**src/rtl/serial_subtractor.sv**
```systemverilog
// Bit-serial a - b - bin, LSB first, one full-subtractor cell plus a borrow flop.
// Latency: done pulses WIDTH+1 cycles after accept; one operation per WIDTH+2 cycles.
// Backpressure: start_ready is high only in IDLE; start_valid is ignored otherwise.
module serial_subtractor #(
    parameter int WIDTH = 8
) (
    input  logic             clk,
    input  logic             rst_n,
    input  logic             start_valid,
    output logic             start_ready,
    input  logic [WIDTH-1:0] a,
    input  logic [WIDTH-1:0] b,
    input  logic             bin,
    output logic [WIDTH-1:0] diff,
    output logic             bout,
    output logic             done,
    output logic             busy
);

    localparam int CW = $clog2(WIDTH);

    typedef enum logic [1:0] {
        IDLE  = 2'd0,
        SHIFT = 2'd1,
        DONE  = 2'd2
    } state_t;

    state_t           state;
    state_t           state_nxt;
    logic [WIDTH-1:0] a_sr;
    logic [WIDTH-1:0] b_sr;
    logic [WIDTH-1:0] res_sr;
    logic [WIDTH-1:0] res_nxt;
    logic [CW-1:0]    cnt;
    logic             borrow;
    logic             d_bit;
    logic             borrow_nxt;
    logic             last_bit;

    // Single full-subtractor cell on the current LSBs.
    assign d_bit      = a_sr[0] ^ b_sr[0] ^ borrow;
    assign borrow_nxt = (~a_sr[0] & b_sr[0]) | (~(a_sr[0] ^ b_sr[0]) & borrow);
    assign res_nxt    = {d_bit, res_sr[WIDTH-1:1]};
    assign last_bit   = (cnt == CW'(WIDTH - 1));

    always_ff @(posedge clk or negedge rst_n) begin
        if (!rst_n) begin
            state <= IDLE;
        end else begin
            state <= state_nxt;
        end
    end

    always_comb begin
        state_nxt = state;
        case (state)
            IDLE:    if (start_valid) state_nxt = SHIFT;
            SHIFT:   if (last_bit) state_nxt = DONE;
            DONE:    state_nxt = IDLE;
            default: state_nxt = IDLE;
        endcase
    end

    always_ff @(posedge clk or negedge rst_n) begin
        if (!rst_n) begin
            a_sr   <= '0;
            b_sr   <= '0;
            res_sr <= '0;
            cnt    <= '0;
            borrow <= 1'b0;
            diff   <= '0;
            bout   <= 1'b0;
        end else begin
            case (state)
                IDLE: begin
                    if (start_valid) begin
                        a_sr   <= a;
                        b_sr   <= b;
                        borrow <= bin;
                        cnt    <= '0;
                    end
                end
                SHIFT: begin
                    a_sr   <= a_sr >> 1;
                    b_sr   <= b_sr >> 1;
                    res_sr <= res_nxt;
                    borrow <= borrow_nxt;
                    cnt    <= cnt + 1'b1;
                    // Visible result only changes here, so it holds through the next SHIFT.
                    if (last_bit) begin
                        diff <= res_nxt;
                        bout <= borrow_nxt;
                    end
                end
                default: ;
            endcase
        end
    end

    assign start_ready = (state == IDLE);
    assign busy        = (state == SHIFT);
    assign done        = (state == DONE);

endmodule
```
**config.mk**
```make
export PLATFORM = sky130hd
export DESIGN_NAME = serial_subtractor
export DESIGN_NICKNAME = d
export VERILOG_FILES = /design/src/rtl/serial_subtractor.sv
export SDC_FILE = /design/constraint.sdc
export NUM_CORES = 1
export LEC_CHECK = 0
export BUFFER_PORTS_ARGS = -buffer_cell sky130_fd_sc_hd__buf_2
export CORE_ASPECT_RATIO = 1.2
export CORE_MARGIN = 1.5
export CORE_UTILIZATION = 30
export CTS_CLUSTER_DIAMETER = 30
export DETAILED_ROUTE_END_ITERATION = 16
export SYNTH_ARGS = -nofsm -noshare
export SYNTH_HDL_FRONTEND = slang
export SYNTH_SLANG_ARGS = --single-unit
```
**constraint.sdc**
```tcl
create_clock -name clk -period 3.8 [get_ports clk]
set_input_delay 0.57 -clock clk [delete_from_list [all_inputs] [get_ports clk]]
set_output_delay 0.57 -clock clk [all_outputs]
set_load 0.1 [all_outputs]
```
==> run_results.csv <==
group,metric,value,unit
outcome,status,"finished clean",
floorplan,initial_core_utilization,31.13,%
critical_path,slowest_delay,0.54,ns
synthesis,netlist_area,1764,um2
critical_path,timing.critical_path.fanout_max,16,
clock_network,cts-buffers-inserted,5,
sta,worst-slew-pin-transition,0.8617,ns
floorplan,die_area,6352,um2
finish,layout-drive-gt1-share,35.88,%
clock_network,cts_tree,"built",
global_routing,gr-usage-all-layers,11.38,%
sta,timing.final.crit_share,66.60,%
drt,detail_route.iter0.violations,40,
sta,fin_setup_tns,0,ns
global_routing,globalRoute.totalOverflow,0,
sta,timing.max_slew.rel_slack,42.55,%
sta,clock_skew,0.003927,ns
clock_network,clock-sinks,38,
sta,clock.fmax,395.1,MHz
placed_design,place.gp.congestion,0.7191,
drt,route.antenna.remaining_nets,0,
drt,drt_drc_violations_left,0,
global_routing,wire_length_of_the_first_global_routing_pass,5589,um
synthesis,synthCells,140,
drt,dr_total_vias,1152,
min_path,hold_path_class,"input port to async pin",
critical_path,worst_setup_path_start_kind,"flop",
finish,final_common_cell,"sky130_fd_sc_hd__dfrtp_1",
sta,final-max-slew-violation-count,0,
critical_path,cp-end-kind,"output pin",
drt,drtPass1Iterations,5,
critical_path,arrival,1.96,ns
global_routing,number_of_global_route_vias_before_repair,1167,
global_routing,grt_max_degree,39,
drt,vias_per_cell,4.608,
sta,rsz0062_at_grt,"no",
synthesis,synthesis.yosys.warnings,0,
finish,finish.net_count,192,
critical_path,crit_family,"buffers and inverters",
synthesis,syn-mean-instance-area,12.60,um2
sta,setup_violations,0,
drt,finalWirelength,3210,um
finish,area_growth_syn_to_layout,16.81,%
floorplan,boundary_pin_count,32,
synthesis,synth.ff_latch_count,38,
flow_run,max-cap-violations,0,
critical_path,crit_slowest_cell,"sky130_fd_sc_hd__dfrtp_1",
drt,route.detailed.wl_per_inst,12.84,um
sta,final.min_clock_period,2.531,ns
critical_path,cp_data_required_time,3.23,ns
clock_network,hold_buffers,0,
clock_network,cts-htree-levels,2,
critical_path,cp.buffers_inverters,2,
clock_network,clock_tree.buffer_depth,2,
critical_path,cp_cell_sequence,"buf_4 > nor2_1 > buf_2",
critical_path,crit_type,"flop to output pin",
clock_network,clkTransAtPathRegs,0.07,ns
sta,final_hold_viol_count,0,
clock_network,clockRootBuffer,"sky130_fd_sc_hd__clkbuf_8",
floorplan,placementRows,30,
floorplan,chipHeight,87.01,um
clock_network,post_cts.repair.setup_buffers,0,
clock_network,clkLatencyLatePin,0.29,ns
global_routing,antenna_found_initial,0,
synthesis,syn_nets,163,
floorplan,coreArea,5668,um2
finish,diodes,0,
synthesis,synth.lib_cells_used.distinct,28,
finish,final_cell_mix,"sky130_fd_sc_hd__dfrtp_1, sky130_fd_sc_hd__buf_2, sky130_fd_sc_hd__inv_1, sky130_fd_sc_hd__mux2_2, sky130_fd_sc_hd__nor3b_1",
placed_design,dp_hpwl,2163,um
synthesis,seq_area_frac_synth,53.90,%
placed_design,io_buffers,31,
floorplan,die-width,73.01,um
clock_network,postCtsResizedCells,0,
## synth_stat cells
master | instances | share of area [%]
sky130_fd_sc_hd__a222oi_1 | 3 | 1.7
sky130_fd_sc_hd__o221a_2 | 2 | 1.3
sky130_fd_sc_hd__buf_4 | 2 | 0.85
sky130_fd_sc_hd__a32o_1 | 1 | 0.57
sky130_fd_sc_hd__nand2b_1 | 3 | 1.1
sky130_fd_sc_hd__inv_1 | 15 | 3.2
sky130_fd_sc_hd__fa_1 | 1 | 1.1
sky130_fd_sc_hd__nand3b_1 | 1 | 0.43
sky130_fd_sc_hd__a21oi_1 | 1 | 0.28
sky130_fd_sc_hd__o21bai_4 | 1 | 1.1
sky130_fd_sc_hd__mux2_2 | 15 | 9.6
sky130_fd_sc_hd__nor2_1 | 1 | 0.21
sky130_fd_sc_hd__clkbuf_1 | 3 | 0.64
sky130_fd_sc_hd__and2_1 | 1 | 0.35
sky130_fd_sc_hd__buf_6 | 2 | 1.3
sky130_fd_sc_hd__mux2i_1 | 2 | 1.1
sky130_fd_sc_hd__or4b_1 | 2 | 1.1
sky130_fd_sc_hd__inv_2 | 1 | 0.21
sky130_fd_sc_hd__dfrtp_1 | 38 | 54
sky130_fd_sc_hd__nor4b_1 | 10 | 5.0
sky130_fd_sc_hd__nor3b_1 | 11 | 4.7
sky130_fd_sc_hd__nor2b_1 | 4 | 1.4
sky130_fd_sc_hd__a211oi_1 | 10 | 4.3
sky130_fd_sc_hd__a22o_1 | 2 | 0.99
sky130_fd_sc_hd__a221o_1 | 1 | 0.57
sky130_fd_sc_hd__ha_1 | 2 | 1.4
sky130_fd_sc_hd__buf_2 | 4 | 1.1
sky130_fd_sc_hd__o21ba_2 | 1 | 0.57
## registers in the layout, indices dropped and copies added, names as in the netlist
signal  count
diff        8
bout        1
res_sr      7
a_sr        8
borrow      1
cnt         3
state       2
b_sr        8
## kinds of logic after synthesis
logic type / synth area share (%)
DFF: 53.90
muxes: 10.71
buffers and inverters: 7.304
AOI/OAI and AO/OA: 11.28
adders and majority gates: 2.553
and+or+nand+nor: 14.26
## per-layer routing
metal | vias to the layer above | routed length [um] | track usage, %
met5 | - | 0 | 0
met4 | 0 | 49 | 5.146
met3 | 5 | 171 | 3.241
met2 | 34 | 1294 | 15.62
met1 | 548 | 1695 | 16.41
li1 | 565 | - | -
## area by class of cell
class	instances	area, um2
clock inverter	2	12.51
fill	568	3607
sequential	38	950.9
inverter	16	60.06
tap	80	100.1
multi-input combinational	75	684.4
clock buffer	6	82.58
timing repair buffer	33	170.2
## per-stage QoR
step / hold slack (ns) / cells / util (%) / worst slack (ns) / instance area, um2
floorplan: 0.2744 / 140 / - / 1.105 / 1764
global placement: 0.4750 / 242 / 34.68 / 1.601 / 1966
detailed placement: 0.4763 / 242 / 34.68 / 1.597 / 1966
CTS: 0.4130 / 250 / 36.36 / 1.267 / 2061
global route: 0.4673 / 250 / 36.36 / 1.108 / 2061
finish: 0.3929 / 250 / 36.36 / 1.269 / 2061
## path summary, 6_finish.rpt
kind                       slack, ns                     to            startpoint  cells past startpoint
setup / recovery                1.27            start_ready  state[1]$_DFFE_PN0P_                      3
hold / removal                  0.39  res_sr[5]$_DFFE_PN0P_                 rst_n                      1
setup reg to reg                1.96    diff[6]$_DFFE_PN0P_  state[1]$_DFFE_PN0P_                      3
hold reg to reg                 0.49     cnt[0]$_DFFE_PN0P_    cnt[0]$_DFFE_PN0P_                      1
max in group asynchronous       2.87    b_sr[4]$_DFFE_PN0P_                 rst_n                      1
min in group clk                0.49     cnt[0]$_DFFE_PN0P_    cnt[0]$_DFFE_PN0P_                      1
Power is not shown: default switching activity piles up to over one toggle a cycle in this logic, so the estimate is an artifact.
